File: src/rtl/rot_cipher_pkg.sv
// ============================================================================
// rot_cipher_pkg : shared constants, state encoding and mode codes for the
//                  rotation cipher core.                       Rev 1.0
// ============================================================================
`default_nettype none

package rot_cipher_pkg;

    localparam int DEF_MSG_SIZE = 8;

    // Reference test word for the message datapath.
    localparam logic [DEF_MSG_SIZE-1:0] MSG = 8'b1001_0110;

    typedef enum logic [1:0] {
        ROT_IDLE = 2'd0,
        ROT_RUN  = 2'd1,
        ROT_DONE = 2'd2
    } rot_state_e;

    localparam logic ROT_ENC = 1'b0;
    localparam logic ROT_DEC = 1'b1;

endpackage

`default_nettype wire

File: src/rtl/rot_round.sv
// ============================================================================
// rot_round : one combinational cipher round (rotate, optional key mixing
//             under ROT_CIPHER_KEY_EN).                        Rev 1.0
// ============================================================================
`default_nettype none

module rot_round
    import rot_cipher_pkg::*;
#(
    parameter int MSG_SIZE = DEF_MSG_SIZE,
    parameter int AMT_W    = (MSG_SIZE > 2) ? $clog2(MSG_SIZE) : 1
) (
    input  logic [MSG_SIZE-1:0] word,
    input  logic [AMT_W-1:0]    amt,
    input  logic                mode,
    input  logic [MSG_SIZE-1:0] key,
    output logic [MSG_SIZE-1:0] next_word
);

    logic [MSG_SIZE-1:0] src;
    logic [MSG_SIZE-1:0] rotl;
    logic [MSG_SIZE-1:0] rotr;

`ifdef ROT_CIPHER_KEY_EN
    // Decrypt strips the key before rotating so it exactly undoes encrypt.
    assign src = (mode == ROT_DEC) ? (word ^ key) : word;
`else
    logic unused_key;
    assign unused_key = ^key;
    assign src        = word;
`endif

    // amt < MSG_SIZE, so the complementary shift is 1..MSG_SIZE; a full-width
    // shift yields zero, which makes amt == 0 an identity.
    assign rotl = (src << amt) | (src >> (MSG_SIZE - int'(amt)));
    assign rotr = (src >> amt) | (src << (MSG_SIZE - int'(amt)));

`ifdef ROT_CIPHER_KEY_EN
    assign next_word = (mode == ROT_DEC) ? rotr : (rotl ^ key);
`else
    assign next_word = (mode == ROT_DEC) ? rotr : rotl;
`endif

endmodule

`default_nettype wire

File: src/rtl/rot_cipher.sv
// ============================================================================
// rot_cipher : iterative rotation cipher, start/busy/done handshake, ROUNDS
//              rounds per word; key mixing via ROT_CIPHER_KEY_EN.  Rev 1.0
// ============================================================================
`default_nettype none

module rot_cipher
    import rot_cipher_pkg::*;
#(
    parameter int MSG_SIZE = DEF_MSG_SIZE,
    parameter int SHIFT_W  = 4,
    parameter int ROUNDS   = 4
) (
    input  logic                clk,
    input  logic                reset,
    input  logic                start,
    input  logic                mode,
    input  logic [SHIFT_W-1:0]  shamt,
    input  logic [MSG_SIZE-1:0] data_in,
    input  logic [MSG_SIZE-1:0] key,
    output logic                busy,
    output logic                done,
    output logic [MSG_SIZE-1:0] out
);

    localparam int AMT_W = (MSG_SIZE > 2) ? $clog2(MSG_SIZE) : 1;
    localparam int CNT_W = $clog2(ROUNDS + 1);

    rot_state_e          state;
    rot_state_e          next_state;
    logic                mode_q;
    logic [AMT_W-1:0]    amt_q;
    logic [CNT_W-1:0]    cnt;
    logic [AMT_W-1:0]    amt_in;
    logic [MSG_SIZE-1:0] round_key;
    logic [MSG_SIZE-1:0] round_word;
    logic                capture;
    logic                last_round;

    assign amt_in     = AMT_W'(32'(shamt) % 32'(MSG_SIZE));
    assign capture    = (state == ROT_IDLE) && start;
    assign last_round = (cnt == CNT_W'(ROUNDS - 1));

    always_comb begin
        next_state = state;
        case (state)
            ROT_IDLE: if (start)      next_state = ROT_RUN;
            ROT_RUN:  if (last_round) next_state = ROT_DONE;
            ROT_DONE:                 next_state = ROT_IDLE;
            default:                  next_state = ROT_IDLE;
        endcase
    end

    // busy/done are registered from the next state so they line up with it.
    always_ff @(posedge clk or negedge reset) begin
        if (!reset) begin
            state <= ROT_IDLE;
            busy  <= 1'b0;
            done  <= 1'b0;
        end else begin
            state <= next_state;
            busy  <= (next_state == ROT_RUN);
            done  <= (next_state == ROT_DONE);
        end
    end

    always_ff @(posedge clk or negedge reset) begin
        if (!reset) begin
            out    <= '0;
            mode_q <= ROT_ENC;
            amt_q  <= '0;
            cnt    <= '0;
        end else if (capture) begin
            out    <= data_in;
            mode_q <= mode;
            amt_q  <= amt_in;
            cnt    <= '0;
        end else if (state == ROT_RUN) begin
            out    <= round_word;
            cnt    <= cnt + CNT_W'(1);
        end
    end

`ifdef ROT_CIPHER_KEY_EN
    logic [MSG_SIZE-1:0] key_q;

    always_ff @(posedge clk or negedge reset) begin
        if (!reset) begin
            key_q <= '0;
        end else if (capture) begin
            key_q <= key;
        end
    end

    assign round_key = key_q;
`else
    logic unused_key;
    assign unused_key = ^key;
    assign round_key  = '0;
`endif

    rot_round #(
        .MSG_SIZE (MSG_SIZE),
        .AMT_W    (AMT_W)
    ) u_round (
        .word      (out),
        .amt       (amt_q),
        .mode      (mode_q),
        .key       (round_key),
        .next_word (round_word)
    );

endmodule

`default_nettype wire

File: config.mk
export PLATFORM = sky130hd
export DESIGN_NAME = rot_cipher
export DESIGN_NICKNAME = d
export VERILOG_FILES = /design/src/rtl/rot_cipher_pkg.sv /design/src/rtl/rot_round.sv /design/src/rtl/rot_cipher.sv
export SDC_FILE = /design/constraint.sdc
export NUM_CORES = 1
export LEC_CHECK = 0
export ABC_AREA = 1
export BUFFER_PORTS_ARGS = -buffer_cell sky130_fd_sc_hd__buf_2
export CORE_ASPECT_RATIO = 1.2
export CORE_MARGIN = 10
export CORE_UTILIZATION = 51
export CTS_BUF_LIST = sky130_fd_sc_hd__clkbuf_4 sky130_fd_sc_hd__clkbuf_8 sky130_fd_sc_hd__clkbuf_16
export DETAILED_ROUTE_END_ITERATION = 10
export GPL_ROUTABILITY_DRIVEN = 0
export GPL_TIMING_DRIVEN = 0
export PLACE_DENSITY = 0.77
export SYNTH_ARGS = -nofsm -noshare
export SYNTH_HDL_FRONTEND = slang
export SYNTH_SLANG_ARGS = --single-unit
export TNS_END_PERCENT = 1
File: constraint.sdc
create_clock -name clk -period 2 [get_ports clk]
set_input_delay 0.1 -clock clk [delete_from_list [all_inputs] [get_ports clk]]
set_output_delay 0.1 -clock clk [all_outputs]
set_load 0.05 [all_outputs]
==> flow_summary.toml <==
[outcome]
status = "finished clean"

[logic_synthesis]
synth_ff_type = "dfrtp_1"
synth_top_cell_area_share = 0.247
postSynthCellCount = 319
synth_edf_count = 0
synth.distinct_cells = 27
synth_adder_area_share = 0.0195
syn-num-nets = 346
ys_seq_elements = 19
synth-compound-area-share = 0.0416
yosys.area_share.xor_xnor = 0
synth_mux_area_frac = 0
syn-cell-area_sq_um = 1920
synthSimpleGateAreaFrac = 0.575
synth_area_leaders = "dfrtp_1, nand2_1, nand3_1"
async_flop_share = 1.00
synth_largest_area_cell = "dfrtp_1"
yosysSeqAreaShare = 0.247
synth_top_family_by_area = "simple AND/OR/NAND/NOR gates"
syn_area_per_cell_sq_um = 6.03
yosysWarnings = 0

[floorplanning]
die-area_sq_um = 6640
io_pins = 34
row_count = 24
core_area_sq_um = 3630
die-height_um = 87.3
initial_utilization = 0.529
die_w_um = 76.1

[critical_path]
startpoint_type = "flop"
cp.arrival_ns = 2.05
cp_num_cells = 15
cpMaxStageDelayCell = "dfrtp_1"
crit_fanout = 10
r2r_slack_ns = 0.09
reg2reg_from = "amt_q[0]$_DFFE_PN0P_"
critPathBufInv = 6
path_cells = "buf_6 -> inv_4 -> buf_12 -> ha_2 -> buf_6 -> clkinv_4 -> buf_6 -> nand2_1 -> nand3_1 -> nand2_1 -> nand2_1 -> nand2_1 -> nand2_1 -> nand2_1 -> nand2_1"
crit_family = "buffers and inverters"
cp_common_cell = "nand2_1"
reg2reg_to = "out[6]$_DFFE_PN0P_"
end_kind = "flop"
critPathKind = "reg2reg"
cpPeakStageDelay_ns = 0.34
endpoint = "out[6]$_DFFE_PN0P_"
r2r_cells = 15
cp.required_ns = 2.14
crit_path_start = "amt_q[0]$_DFFE_PN0P_"

[worst_hold_path]
hold_path_class = "in2reg"

[sta]
fin_crit_ns = 1.91
whs_ns = 0.0516
setup_violations = 0
max_freq_mhz = 524
grt_setup_unrepaired = "false"
relSlewSlack = 0.682
clock_skew_ns = 0.00423
post-route-period-util = 0.954
worst_pin_slew_ns = 0.477
finalMaxSlewViolations = 0
hold_violations = 0

[finish]
layout_common_cells = "nand2_1, nand3_1, buf_2"
areaGrowthSynthToFinish_pct = 15.7
stdcell_area_sq_um = 2230
final_cells = 404
final_common_cell = "nand2_1"
antenna_cells = 0
multi_input_area_sq_um = 1230
drive_gt1_frac = 0.196
fill_cells = 357
nets = 380
seq_area_sq_um = 475

[clock_network]
clk_pin_slew_worst_paths_ns = 0.07
root_buffer = "clkbuf_8"
htreeDepth = 1
clock_sinks = 19
cts_buffers = 3
cts_tree = "done"
clk_latency_ns = 0.25
clockBufferDepth = 2

[detailed_routing]
drt-total-wl_um = 5630
drc = 0
via_per_inst = 5.63
wl_per_cell_um = 13.9
ant_nets = 0
first_pass_iters = 6
vias = 2273
dr.first_iter.drc_count = 350

[global_route]
grt_pass1_wl_um = 9340
overflow = 0
grtUsageTotal = 0.166
grt_pass1_vias = 2011
grt_antenna_before_repair = 0
grt_max_degree = 20

[placement]
portBuffers = 24
dp.cells = 395
dp_hpwl_um = 4300
post_dp_cell_area_sq_um = 2110

[job]
max-cap-violations = 0
metrics by stage:
| stage | worst slack (ns) | setup TNS (ns) | util |
|---|---|---|---|
| finish | 0.0924 | 0 | 0.613 |
| global route | 0.0184 | 0 | 0.613 |
| global placement | -0.175 | -1.03 | 0.580 |
| detailed placement | -0.188 | -1.02 | 0.580 |
| floorplan | 0.122 | 0 | - |
| CTS | 0.00949 | 0 | 0.599 |
registers in the layout, indices dropped and copies added, names as in the netlist:
signal,flops
amt_q,3
busy,1
cnt,3
done,1
mode_q,1
out,8
state,2
routing by layer:
layer | GRT usage | routed length (um) | vias up
met5 | 0 | 0 | -
met4 | 0.0643 | 201 | 0
met3 | 0.0217 | 427 | 27
met2 | 0.290 | 2630 | 140
met1 | 0.203 | 2380 | 1013
li1 | - | - | 1093
how the worst min path moves through the flow:
stage	start	to	slack (ns)	depth (start not counted)
after floorplan	reset	amt_q[0]$_DFFE_PN0P_	-0.20	0
after global placement	reset	amt_q[0]$_DFFE_PN0P_	0.06	1
after detailed placement	reset	amt_q[1]$_DFFE_PN0P_	0.06	1
after CTS	shamt[1]	amt_q[1]$_DFFE_PN0P_	0.06	3
after global routing	shamt[2]	amt_q[2]$_DFFE_PN0P_	0.07	3
final	shamt[1]	amt_q[1]$_DFFE_PN0P_	0.05	3
repair_timing:
action | in CTS | in global routing
endpoints found under the setup margin | 8 | 8
buffers inserted | 0 | 4
endpoints found under the hold margin | 19 | 0
resized for setup | 4 | 6
hold buffers | 1 | 0
worst reg2reg max path: stages (launching register included):
cell and delay (ns):
dfrtp_1 0.34, buf_6 0.11, inv_4 0.04, buf_12 0.11, ha_2 0.31, buf_6 0.12
clkinv_4 0.09, buf_6 0.15, nand2_1 0.06, nand3_1 0.06, nand2_1 0.08, nand2_1 0.07
nand2_1 0.09, nand2_1 0.06, nand2_1 0.07, nand2_1 0.05
cell families (layout without fill, tap and decap cells):
kind of cell,Yosys count,in the layout
DFF,19,19
AOI/OAI and AO/OA,14,14
adders and majority gates,3,3
buffers and inverters,45,78
and+or+nand+nor,238,238
cells in the mapped netlist (all sizes together) (2+ instances only):
library cell	instances
o21ai	9
nand4	3
buf	13
nand2	138
or2	4
dfrtp	19
nand3	72
clkbuf	2
nor2	17
inv	29
ha	3
o211ai	2
nand3b	4
layout make-up:
type | instances | area share
sequential | 19 | 0.214
buffer | 15 | 0.0562
inverter | 30 | 0.0540
timing repair buffer | 29 | 0.0720
clock buffer | 4 | 0.0219
tap | 52 | 0.0292
multi-input combinational | 255 | 0.553
Power is left out: the tool's default activity adds up to more than one toggle a clock period on the data nets, which glitch-free logic cannot reach.
